`src/rtl/id_ex_reg.sv`:
```
// ID/EX pipeline register with flush/stall control, write-back bypass on load
// and stall refresh of held operands, plus saturating stall/bubble event counters.
module id_ex_reg #(
   parameter int DW = 32,
   parameter int CW = 16
) (
   input  logic          clk,
   input  logic          rstn,
   input  logic          stall,
   input  logic          flush,
   input  logic          id_valid,
   input  logic [DW-1:0] id_pc,
   input  logic [4:0]    id_rs,
   input  logic [4:0]    id_rt,
   input  logic [4:0]    id_dst,
   input  logic [DW-1:0] id_rd1,
   input  logic [DW-1:0] id_rd2,
   input  logic [DW-1:0] id_imm,
   input  logic [CW-1:0] id_ctrl,
   input  logic          id_regwrite,
   input  logic          wb_regwrite,
   input  logic [4:0]    wb_a3,
   input  logic [DW-1:0] wb_wd,
   output logic          ex_valid,
   output logic [DW-1:0] ex_pc,
   output logic [4:0]    ex_rs,
   output logic [4:0]    ex_rt,
   output logic [4:0]    ex_dst,
   output logic [DW-1:0] ex_a,
   output logic [DW-1:0] ex_b,
   output logic [DW-1:0] ex_imm,
   output logic [CW-1:0] ex_ctrl,
   output logic          ex_regwrite,
   output logic [15:0]   stall_cnt,
   output logic [15:0]   bubble_cnt
);

   logic          wb_live;
   logic          load_hit_a;
   logic          load_hit_b;
   logic          hold_hit_a;
   logic          hold_hit_b;
   logic          stall_ev;
   logic          bubble_ev;

   logic          nxt_valid;
   logic [DW-1:0] nxt_pc;
   logic [4:0]    nxt_rs;
   logic [4:0]    nxt_rt;
   logic [4:0]    nxt_dst;
   logic [DW-1:0] nxt_a;
   logic [DW-1:0] nxt_b;
   logic [DW-1:0] nxt_imm;
   logic [CW-1:0] nxt_ctrl;
   logic          nxt_regwrite;

   // Register 0 is hardwired, so a write-back to it must never be forwarded.
   assign wb_live    = wb_regwrite && (wb_a3 != 5'd0);
   assign load_hit_a = wb_live && (wb_a3 == id_rs);
   assign load_hit_b = wb_live && (wb_a3 == id_rt);
   assign hold_hit_a = wb_live && (wb_a3 == ex_rs);
   assign hold_hit_b = wb_live && (wb_a3 == ex_rt);

   assign stall_ev  = stall && !flush;
   assign bubble_ev = flush || (!stall && !id_valid);

   always_comb begin
      nxt_valid    = ex_valid;
      nxt_pc       = ex_pc;
      nxt_rs       = ex_rs;
      nxt_rt       = ex_rt;
      nxt_dst      = ex_dst;
      nxt_a        = ex_a;
      nxt_b        = ex_b;
      nxt_imm      = ex_imm;
      nxt_ctrl     = ex_ctrl;
      nxt_regwrite = ex_regwrite;
      if (flush || (!stall && !id_valid)) begin
         nxt_valid    = 1'b0;
         nxt_pc       = flush ? '0 : id_pc;
         nxt_rs       = '0;
         nxt_rt       = '0;
         nxt_dst      = '0;
         nxt_a        = '0;
         nxt_b        = '0;
         nxt_imm      = '0;
         nxt_ctrl     = '0;
         nxt_regwrite = 1'b0;
      end else if (stall) begin
         // Held operands pick up write-backs so they are current when the stall ends.
         if (hold_hit_a) nxt_a = wb_wd;
         if (hold_hit_b) nxt_b = wb_wd;
      end else begin
         nxt_valid    = 1'b1;
         nxt_pc       = id_pc;
         nxt_rs       = id_rs;
         nxt_rt       = id_rt;
         nxt_dst      = id_dst;
         nxt_a        = load_hit_a ? wb_wd : id_rd1;
         nxt_b        = load_hit_b ? wb_wd : id_rd2;
         nxt_imm      = id_imm;
         nxt_ctrl     = id_ctrl;
         nxt_regwrite = id_regwrite;
      end
   end

   always_ff @(posedge clk or negedge rstn) begin
      if (!rstn) begin
         ex_valid    <= 1'b0;
         ex_pc       <= '0;
         ex_rs       <= '0;
         ex_rt       <= '0;
         ex_dst      <= '0;
         ex_a        <= '0;
         ex_b        <= '0;
         ex_imm      <= '0;
         ex_ctrl     <= '0;
         ex_regwrite <= 1'b0;
      end else begin
         ex_valid    <= nxt_valid;
         ex_pc       <= nxt_pc;
         ex_rs       <= nxt_rs;
         ex_rt       <= nxt_rt;
         ex_dst      <= nxt_dst;
         ex_a        <= nxt_a;
         ex_b        <= nxt_b;
         ex_imm      <= nxt_imm;
         ex_ctrl     <= nxt_ctrl;
         ex_regwrite <= nxt_regwrite;
      end
   end

   always_ff @(posedge clk or negedge rstn) begin
      if (!rstn) begin
         stall_cnt  <= '0;
         bubble_cnt <= '0;
      end else begin
         if (stall_ev && (stall_cnt != 16'hFFFF))
            stall_cnt <= stall_cnt + 16'd1;
         if (bubble_ev && (bubble_cnt != 16'hFFFF))
            bubble_cnt <= bubble_cnt + 16'd1;
      end
   end

endmodule
```
`config.mk`:
```
export PLATFORM = sky130hd
export DESIGN_NAME = id_ex_reg
export DESIGN_NICKNAME = d
export VERILOG_FILES = /design/src/rtl/id_ex_reg.sv
export SDC_FILE = /design/constraint.sdc
export NUM_CORES = 1
export LEC_CHECK = 0
export ABC_CLOCK_PERIOD_IN_PS = 2100
export BUFFER_PORTS_ARGS = -buffer_cell sky130_fd_sc_hd__buf_2
export CAP_MARGIN = 5
export CORE_MARGIN = 2
export CORE_UTILIZATION = 30
export DETAILED_ROUTE_END_ITERATION = 10
export GPL_TIMING_DRIVEN = 0
export SYNTH_ARGS = -nofsm -noshare
export SYNTH_HDL_FRONTEND = slang
export SYNTH_SLANG_ARGS = --single-unit
```
`constraint.sdc`:
```
create_clock -name clk -period 2.1 [get_ports clk]
set_input_delay 0.315 -clock clk [delete_from_list [all_inputs] [get_ports clk]]
set_output_delay 0.315 -clock clk [all_outputs]
set_load 0.005 [all_outputs]
```
==> results of run 1 <==
worst min-delay path by stage:
stage | slack, ns | startpoint | to
finish | 0.09 | id_ctrl[0] | ex_ctrl[0]
global route | 0.07 | id_ctrl[1] | ex_ctrl[1]
CTS | 0.07 | id_ctrl[9] | ex_ctrl[9]
detailed placement | 0.43 | rstn | ex_a[10]
global placement | 0.47 | ex_valid | ex_valid
floorplan | 0.02 | rstn | bubble_cnt[0]
sequential cells by signal (all words and copies together) (netlist names):
| register | count |
|---|---|
| ex_pc | 32 |
| ex_dst | 5 |
| ex_rt | 5 |
| ex_b | 32 |
| ex_ctrl | 16 |
| ex_imm | 32 |
| ex_a | 32 |
| ex_valid | 1 |
| bubble_cnt | 16 |
| ex_regwrite | 1 |
| ex_rs | 5 |
| stall_cnt | 16 |
stage by stage:
step / hold slack (ns) / power (W) / std cells
2_1_floorplan: 0.0194 / 0.00502 / 708
3_3_place_gp: 0.472 / 0.00583 / 1474
3_5_place_dp: 0.434 / 0.00586 / 1475
4_1_cts: 0.0697 / 0.00929 / 1508
5_1_grt: 0.0711 / 0.00964 / 1511
6_report: 0.0923 / 0.00915 / 1512
power by group through the flow:
stage          clock network [W]  registers [W]  logic (W)
6_report                 0.00337        0.00429    0.00149
5_1_grt                  0.00366        0.00435    0.00164
4_1_cts                  0.00350        0.00429    0.00151
3_5_place_dp                   0        0.00435    0.00151
3_3_place_gp                   0        0.00435    0.00148
2_1_floorplan                  0        0.00435   0.000671
per-layer routing:
| metal | vias to the layer above | routed length [µm] | track usage (%) |
|---|---|---|---|
| met2 | 233 | 13600 | 31.0 |
| met4 | 4 | 274 | 4.52 |
| met1 | 3485 | 11800 | 23.1 |
| met3 | 16 | 1610 | 4.33 |
| li1 | 3377 | - | - |
| met5 | - | 26 | 0 |
final cells by class:
cell class                      count  area share [%]
Clock buffer                       19            3.79
Inverter                            1          0.0321
Buffer                             56            2.91
Clock inverter                     13            1.44
Sequential cell                   193            41.3
Tap cell                          378            4.05
Multi-Input combinational cell    458            29.2
Antenna cell                        2          0.0428
Timing Repair Buffer              392            17.2
cells in the mapped netlist (all sizes together):
cell type / count
nor2b: 2
nor3b: 3
inv: 1
mux2: 3
buf: 31
and2: 1
o41ai: 1
a21oi: 2
nand4b: 2
o21a: 1
nand2b: 2
nand2: 9
nor4: 1
and3: 6
nor2: 44
dfrtp: 193
xnor2: 24
a21bo: 2
a211oi: 1
xor2: 24
clkbuf: 25
a22o: 64
nor3: 7
nand3b: 1
o21ba: 1
o21ai: 65
nand4: 8
ha: 2
and4: 4
or4: 2
nand3: 79
o41a: 1
mux2i: 96
what timing repair did:
item | 4_1_cts | 5_1_grt
buffers inserted | 0 | 2
hold endpoints to repair | 38 | 0
cloned | 0 | 0
pin swaps | 1 | 1
resized for setup | 1 | 10
endpoints found under the setup margin | 11 | 54
hold buffers | 1 | 0
cells by family after synthesis:
family          after synthesis  share of synthesized area, %
flops                       193                          56.4
simple gates                171                          9.99
compound gates              138                          12.9
mux                          99                          11.6
buf+inv                      57                          3.92
xor+xnor                     48                          4.91
fa+ha+maj                     2                         0.292
==> parameters.txt, run 1 <==
Parameter                              Value

Final layout
  Layout fillers    between 2000 and 3000
  Post-layout net count    approximately 1300
  Final instance area    about 12000 µm²
  Reg area    between 4000 and 5000 µm²
  Fin util    41.8%
  Multi-input gate area in the final layout    approximately 3400 µm²
  Commonest non-fill, non-tap cell in the layout    buf_2
  Share of cells above drive strength 1    between 40% and 50%
  Leading cell types in the layout, fill and taps excluded    397 x buf_2, 193 x dfrtp_1, 96 x mux2i_1, 79 x nand3_1, 64 x a22o_1
  Syn-to-layout area delta    36.4%

Place
  HPWL after DPL    about 21 mm
  Placed cell area    ~11000 µm²
  Final weighted congestion in routability-driven placement    between 0.7 and 0.8
  Worst Setup Slack post-DPL    -0.494 ns
  Port bufs    between 300 and 400

Power
  Internal Power    0.00649 W
  Share of power burned in registers    a little under half
  Switching fraction of total power    between 20% and 30%
  Combinational power share    between 10% and 20%
  Standby leakage power    about 6.3 nW
  Clock network fraction of design power    36.9%
  Maximum vdd ir drop    roughly 430 µV
  Power Density    just under 800 nW/µm²
  Sw Pwr    between 0.002 and 0.003 W

STA
  Total count of max-transition violations in the final report    0
  Post-route minimum period    about 1.9 ns
  Final Hold Fails    0
  Sum of negative setup slack    0 ns
  Endpoints failing setup    0
  Worst slew pin tran    0.908 ns
  Fmax achieved    approximately 520 MHz
  Smallest setup slack after layout    approximately 0.19 ns
  Worst Clk Skew    0.0128 ns
  Tightest slew margin relative to the limit    39.5%
  RSZ-0062 raised after global routing    false
  Part of the cycle the worst path needs    about 91%

Routing
  Post-detailed-routing wire length    between 20 and 30 mm
  DR WL/cell    approximately 18 µm
  Drt first pass iters    6
  DR DRC count    0
  Total via count in the routed design    ~7100
  Count of routing violations after the opening detailed-route iteration    approximately 280
  Residual antenna-violating net count after detailed routing    0
  Vias per cell    between 4 and 5

Setup path
  Critical path launch point    ex_rs[3]
  Critical path destination    ex_a[14]
  Number of stages on the worst setup path    6
  Maximum cell stage delay along the critical path    0.49 ns
  CP top delay family    simple AND/OR/NAND/NOR gates
  Worst EP required    about 2.5 ns
  Origin of the critical flop-to-flop path    ex_rs[3]
  Sort of element at the start of the critical path    flop
  Bufs and invs on worst path    2
  Setup slack on the worst flop-to-flop path    around 0.19 ns
  CP Max Fanout    10
  Endpoint of the worst register-to-register path    ex_a[14]
  Cell-by-cell trace of the critical path    xor2_1 -> or4_1 -> buf_4 -> a21bo_4 -> clkbuf_4 -> o21ai_1
  Worst Path Class, Setup    reg2reg
  Slowest CP cell    or4_1
  Data arrival time of the worst path    ~2.3 ns
  Worst r2r path cells    6
  Sort of element at the end of the critical path    flop

Die
  Placeable core region    27900 µm²
  Number of placement rows    61
  Chip Width    around 170 µm
  Y dimension of the die    ~170 µm
  Number of primary I/O pins    396
  Die ar.    around 30000 µm²
  Initial Util    30.7%

GRT
  Vias in the first global route    7314
  Maximum number of pins on one net before global-route repair    114
  All-Layer GR Usage    between 15 and 20%
  Global-route congestion overflow total    0
  Number of antenna violations at the first check in global routing    4
  First-pass GRT wire length    roughly 42 mm

Synthesis
  Top post-synthesis cells by area    dfrtp_1 56%, mux2i_1 11%, a22o_1 6.5%, nand3_1 4.6%, o21ai_2 3.1%
  FF+latch count, synth    approximately 190
  Cells after synthesis    about 710
  Warning count from the yosys run    0
  Count of cell types in the netlist    42
  Sequential cell area fraction in the yosys report    56.4%
  Proportion of netlist area held by the largest area contributor    ~56%
  Largest area contributor in the synthesized netlist    dfrtp_1
  Post-Synthesis Net Count    between 900 and 1000
  Total standard cell area after synthesis    8560 µm²
  Syn Area/Cell    ~12 µm²

Outcome
  Status    complete, no violations

CTS
  Clock tree from TritonCTS    yes
  Clock root cell    clkbuf_16
  Number of buffers on the longest clock path    2
  Skew-Pair Late Insertion Delay    around 0.43 ns
  Number of sinks handled by clock tree synthesis    about 190
  Number of clock buffers inserted by TritonCTS    17
  Clk slew on worst S/H paths    ~0.080 ns
  CTS H-tree depth    4

Hold path
  Number of instances on the worst hold path    2
  Tightest Hold Check Type    in2reg

Flow run
  Number of maximum-capacitance constraint violations    0
Power figures use the tool's default switching activity.
==> inputs of run 2 (changes only) <==
==> constraint.sdc (replaced) <==
create_clock -name clk -period 2.1 [get_ports clk]
set_input_delay 0.105 -clock clk [delete_from_list [all_inputs] [get_ports clk]]
set_output_delay 0.105 -clock clk [all_outputs]
set_load 0.005 [all_outputs]
==> run 2 against run 1 <==
  * Register-to-register slack about the same
  * Largest power group unchanged
  * Non-clock buffer count grew 195
  * Cell area increased by 17%
  * Sequential cell count is the same
  * Sequential power is essentially flat
  * Final cell count rose by 13%
  * Count of clock-buffer cells in the layout unchanged
  * Clock skew hardly changed
  * Wire length increased by 12%
  * Clock power about the same
==> parameters.txt, run 2 (synthesis results as in run 1) <==
Parameter                              Value

Routing
  Count of routing violations after the opening detailed-route iteration    332
  DR WL/cell    17.9 µm
  Vias per cell    4.73
  Post-detailed-routing wire length    30.6 mm
  Total via count in the routed design    8079
  Drt first pass iters    4
  Residual antenna-violating net count after detailed routing    0
  DR DRC count    0

Die
  Y dimension of the die    around 170 µm
  Number of primary I/O pins    around 400
  Placeable core region    27900 µm²
  Die ar.    about 30000 µm²
  Number of placement rows    61
  Initial Util    30.7%
  Chip Width    about 170 µm

Setup path
  Origin of the critical flop-to-flop path    ex_rs[2]
  Most frequent cell on the critical path    dlygate4sd3_1
  Critical path launch point    id_rt[4]
  Setup slack on the worst flop-to-flop path    ~0.19 ns
  Maximum cell stage delay along the critical path    ~0.58 ns
  Worst r2r path cells    7
  Endpoint of the worst register-to-register path    ex_a[14]
  Cell-by-cell trace of the critical path    dlygate4sd3_1 -> buf_2 -> xnor2_1 -> nand3_1 -> o41a_1 -> buf_6 -> mux2i_1 -> dlygate4sd3_1 -> o21ai_0
  Worst Path Class, Setup    in2reg
  CP Max Fanout    4
  Sort of element at the start of the critical path    primary input
  Sort of element at the end of the critical path    flop
  Critical path destination    ex_b[0]
  Data arrival time of the worst path    2.33 ns
  Slowest CP cell    dlygate4sd3_1
  Worst EP required    approximately 2.4 ns

Power
  Internal Power    about 0.0067 W
  Share of power burned in registers    45.3%
  Maximum vdd ir drop    about 430 µV
  Combinational power share    approximately a fifth
  Sw Pwr    roughly 0.0027 W
  Total power consumption of the routed design    between 0.009 and 0.01 W
  Clock network fraction of design power    approximately 36%
  Power Density    695 nW/µm²
  Switching fraction of total power    between 20% and 30%
  Standby leakage power    about 7.1 nW

Place
  Inst Count DP    roughly 1500
  Final weighted congestion in routability-driven placement    approximately 0.78
  Port bufs    between 300 and 400
  HPWL after DPL    between 20 and 25 mm

Final layout
  Commonest non-fill, non-tap cell in the layout    buf_2
  Share of cells above drive strength 1    a little under two fifths
  Post-layout net count    around 1500
  Number of standard cells in the layout, taps in and fillers out    approximately 1700
  Multi-input gate area in the final layout    about 3400 µm²
  Reg area    around 4800 µm²
  Syn-to-layout area delta    59.1%
  Layout fillers    approximately 2600
  Leading cell types in the layout, fill and taps excluded    397 x buf_2, 194 x dlygate4sd3_1, 193 x dfrtp_1, 96 x mux2i_1, 79 x nand3_1

Outcome
  Status    complete, no violations

GRT
  Number of antenna violations at the first check in global routing    5
  Vias in the first global route    approximately 8600
  Global-route congestion overflow total    0
  First-pass GRT wire length    around 48 mm
  All-Layer GR Usage    just over 20%
  Maximum number of pins on one net before global-route repair    114

CTS
  Skew-Pair Late Insertion Delay    0.43 ns
  CTS H-tree depth    4
  Number of clock buffers inserted by TritonCTS    17
  Clock tree from TritonCTS    yes
  Clk slew on worst S/H paths    0.07 ns
  Clock root cell    clkbuf_16
  Number of buffers on the longest clock path    2
  Number of sinks handled by clock tree synthesis    between 150 and 200

STA
  Worst slew pin tran    between 0.8 and 0.9 ns
  Tightest slew margin relative to the limit    around 41%
  Fmax achieved    a little under 500 MHz
  Hold slack    ~0.035 ns
  Endpoints failing setup    0
  Part of the cycle the worst path needs    96.6%
  Sum of negative setup slack    0 ns
  Worst Clk Skew    0.0125 ns
  Total count of max-transition violations in the final report    0
  Final Hold Fails    0
  Post-route minimum period    between 2 and 2.5 ns
  RSZ-0062 raised after global routing    true

Hold path
  Tightest Hold Check Type    in2reg
  Hold path startpoint    wb_wd[1]

Flow run
  Number of maximum-capacitance constraint violations    0
==> run 2: worst min-delay path by stage <==
stage                          to  depth (start not counted)  slack (ns)
floorplan           bubble_cnt[0]                          0       -0.19
global placement      ex_ctrl[13]                          2        0.32
detailed placement       ex_a[10]                          1        0.22
CTS                       ex_a[1]                          3       0.004
global route              ex_a[1]                          3        0.01
finish                    ex_a[1]                          3        0.03
==> run 2: worst max-delay path, delay by kind of cell <==
family                 cells  cell delay, ns
AND/OR/NAND/NOR            1            0.09
AO/OA/AOI/OAI              2            0.41
multiplexers               1            0.15
buffers and inverters      4            1.43
XOR/XNOR                   1            0.14
==> run 2: power by group through the flow <==
stage	Clock, W	Combinational, W	Sequential, W
6_report	0.00339	0.00180	0.00429
4_1_cts	0.00350	0.00179	0.00429
5_1_grt	0.00366	0.00197	0.00435
3_3_place_gp	0	0.00148	0.00435
3_5_place_dp	0	0.00151	0.00435
2_1_floorplan	0	0.000671	0.00435
==> run 2: layout make-up <==
class                           instances  share of cell area [%]
Antenna cell                            3                  0.0551
Buffer                                 56                    2.48
Clock buffer                           19                    3.25
Clock inverter                         13                    1.23
Inverter                                1                  0.0275
Multi-Input combinational cell        458                    25.0
Sequential cell                       193                    35.4
Tap cell                              378                    3.47
Timing Repair Buffer                  587                    29.0
==> run 2: routing by layer <==
layer  GRT usage [%]  vias up  share of wire [%]
li1                -     3774                  -
met1            24.2     3940                 41
met2            34.9      304                 50
met3            4.75       57                5.6
met4            8.58        4                3.3
met5               0        -              0.085
==> run 2: metrics by stage <==
step	worst slack, ns	util, %	area, µm²
floorplan	0.325	-	8560
global placement	-2.40	39.3	11000
detailed placement	-0.284	39.4	11000
CTS	0.00139	48.6	13600
global route	-0.00141	48.8	13600
finish	0.0714	48.8	13600
==> run 2: what timing repair did <==
action | CTS | global route
hold endpoints to repair | 272 | 0
setup buffers | 0 | 4
hold buffers | 194 | 0
gates resized for setup | 0 | 7
pin swaps | 1 | 1
setup endpoints to repair | 1 | 56
==> inputs of run 3 (changes only) <==
--- a/config.mk
+++ b/config.mk
@@ -12,6 +12,7 @@
 export CORE_UTILIZATION = 30
 export DETAILED_ROUTE_END_ITERATION = 10
 export GPL_TIMING_DRIVEN = 0
+export SLEW_MARGIN = 20
 export SYNTH_ARGS = -nofsm -noshare
 export SYNTH_HDL_FRONTEND = slang
 export SYNTH_SLANG_ARGS = --single-unit
==> constraint.sdc (replaced) <==
create_clock -name clk -period 2.1 [get_ports clk]
set_input_delay 0.105 -clock clk [delete_from_list [all_inputs] [get_ports clk]]
set_output_delay 0.105 -clock clk [all_outputs]
set_load 0.05 [all_outputs]
==> run 3 against run 2 <==
  * Count of clock-buffer cells in the layout down 1
  * Sequential power barely moved
  * Setup slack improved by 0.020 ns
  * Combinational power is 60% higher
  * Power up 12%
  * Final cell count up 0.18%
  * Cell area up 0.41%
  * Sequential share of layout area decreased by 0.15 points
  * Wire length increased by 0.51%
  * Worst hold slack lost 0.00093 ns
  * Die area stayed put
  * Clock power grew 1%
  * Critical endpoint is now ex_b[31]
  * Largest power group unchanged
  * Highest routed layer unchanged
==> parameters.txt, run 3 (synthesis results as in run 1) <==
Parameter                              Value

Final layout
  Commonest non-fill, non-tap cell in the layout    buf_2
  Number of standard cells in the layout, taps in and fillers out    1711
  Syn-to-layout area delta    59.8%
  Multi-input gate area in the final layout    around 3400 µm²
  Post-layout net count    between 1500 and 2000
  Layout fillers    ~2600
  Reg area    slightly below 5000 µm²
  Leading cell types in the layout, fill and taps excluded    399 x buf_2, 196 x dlygate4sd3_1, 193 x dfrtp_1, 96 x mux2i_1, 79 x nand3_1
  Share of cells above drive strength 1    a little under two fifths
  Final instance area    ~14000 µm²

Setup path
  Origin of the critical flop-to-flop path    ex_rs[2]
  CP Max Fanout    4
  Maximum cell stage delay along the critical path    between 0.5 and 0.6 ns
  Critical path launch point    id_rt[1]
  Bufs and invs on worst path    4
  Slowest CP cell    dlygate4sd3_1
  Critical path destination    ex_b[31]
  Worst Path Class, Setup    in2reg
  Worst r2r path cells    7
  Endpoint of the worst register-to-register path    ex_a[20]
  Sort of element at the end of the critical path    flop
  Sort of element at the start of the critical path    primary input
  Worst EP required    around 2.4 ns
  Data arrival time of the worst path    approximately 2.3 ns
  Cell-by-cell trace of the critical path    dlygate4sd3_1 -> buf_2 -> xor2_1 -> o41a_1 -> buf_6 -> mux2i_1 -> dlygate4sd3_1 -> o21ai_0
  CP top delay family    buffers and inverters
  Setup slack on the worst flop-to-flop path    ~0.15 ns
  Number of stages on the worst setup path    8
  Most frequent cell on the critical path    dlygate4sd3_1

Die
  Placeable core region    around 28000 µm²
  Die ar.    ~30000 µm²
  Number of primary I/O pins    roughly 400
  Y dimension of the die    approximately 170 µm
  Initial Util    30.7%
  Number of placement rows    61
  Chip Width    173 µm

STA
  Worst slew pin tran    around 0.85 ns
  Tightest slew margin relative to the limit    a little over two fifths
  Final Hold Fails    0
  Hold slack    roughly 0.034 ns
  Fmax achieved    498 MHz
  Post-route minimum period    ~2 ns
  Endpoints failing setup    0
  Total count of max-transition violations in the final report    0
  RSZ-0062 raised after global routing    false
  Worst Clk Skew    0.0122 ns
  Part of the cycle the worst path needs    a little over nine tenths

Routing
  Total via count in the routed design    8080
  Post-detailed-routing wire length    between 30 and 40 mm
  DR DRC count    0
  Count of routing violations after the opening detailed-route iteration    316
  Drt first pass iters    4
  Residual antenna-violating net count after detailed routing    0
  Vias per cell    4.72
  DR WL/cell    18.0 µm

Place
  HPWL after DPL    21.0 mm
  Placed cell area    around 11000 µm²
  Inst Count DP    1476
  Port bufs    slightly below 400
  Final weighted congestion in routability-driven placement    0.783

GRT
  Number of antenna violations at the first check in global routing    5
  First-pass GRT wire length    between 40 and 50 mm
  Global-route congestion overflow total    0
  All-Layer GR Usage    between 20% and 30%
  Maximum number of pins on one net before global-route repair    82
  Vias in the first global route    8562

Hold path
  Tightest Hold Check Type    in2reg
  Number of instances on the worst hold path    3

CTS
  Clock tree from TritonCTS    yes
  Skew-Pair Late Insertion Delay    0.42 ns
  Number of buffers on the longest clock path    2
  Clk slew on worst S/H paths    roughly 0.080 ns
  Number of clock buffers inserted by TritonCTS    17
  Number of sinks handled by clock tree synthesis    just under 200
  Clock root cell    clkbuf_16
  CTS H-tree depth    4

Power
  Power Density    775 nW/µm²
  Maximum vdd ir drop    between 800 and 900 µV
  Total power consumption of the routed design    approximately 0.011 W
  Standby leakage power    around 7 nW

Flow run
  Number of maximum-capacitance constraint violations    0

Outcome
  Status    complete, no violations
run 3: power breakdown:
part | total (W) | switching [W] | internal (W) | leakage (nW)
logic | 0.00288 | 0.00191 | 0.000977 | 4.24
registers | 0.00429 | 0.000269 | 0.00402 | 2.58
clock network | 0.00343 | 0.00167 | 0.00177 | 0.307
total | 0.0106 | 0.00384 | 0.00676 | 7.12
run 3: cell type report:
cell class,instances,share of cell area (%)
flip-flops and latches,193,35.3
repair buffers,590,29.2
multi-input cells,458,24.9
well taps,378,3.46
clock buffers,18,3.21
plain buffers,56,2.44
clock inverters,14,1.40
diodes,3,0.0549
inverters,1,0.0274
run 3: worst min-delay path by stage:
stage                      startpoint       endpoint  slack, ns
after global placement    id_ctrl[13]    ex_ctrl[13]       0.32
after global routing        wb_wd[11]       ex_b[11]       0.02
after detailed placement         rstn       ex_a[10]      0.006
final                       wb_wd[11]       ex_b[11]       0.03
after floorplan                  rstn  bubble_cnt[0]      -0.19
after CTS                   wb_wd[11]       ex_a[11]       0.01
run 3: worst min-delay path: stages:
cell     delay (ns)
buf_2          0.13
mux2i_1        0.09
o21ai_2        0.10
run 3: metal layers:
| metal | part of all wire (%) | vias to the layer above | track usage, % | wire length [µm] |
|---|---|---|---|---|
| li1 | - | 3785 | - | - |
| met1 | 41 | 3940 | 24.2 | 12500 |
| met2 | 50 | 290 | 35.2 | 15300 |
| met3 | 5.7 | 61 | 4.84 | 1760 |
| met4 | 3.5 | 4 | 8.37 | 1080 |
| met5 | 0.098 | - | 0 | 30 |
run 3: repair_timing:
action | in CTS | in global routing
resized for setup | 0 | 6
setup buffers | 0 | 4
hold buffers | 196 | 0
endpoints found under the hold margin | 272 | 0
setup endpoints to repair | 0 | 48
run 3: per-stage QoR:
step | TNS [ns] | worst slack [ns] | util [%]
after floorplan | 0 | 0.0553 | -
after global placement | -476.39 | -2.40 | 39.3
after detailed placement | -22.34 | -0.292 | 39.5
after CTS | 0 | 0.0109 | 48.8
after global routing | 0 | 0.00834 | 49.0
final | 0 | 0.0913 | 49.0
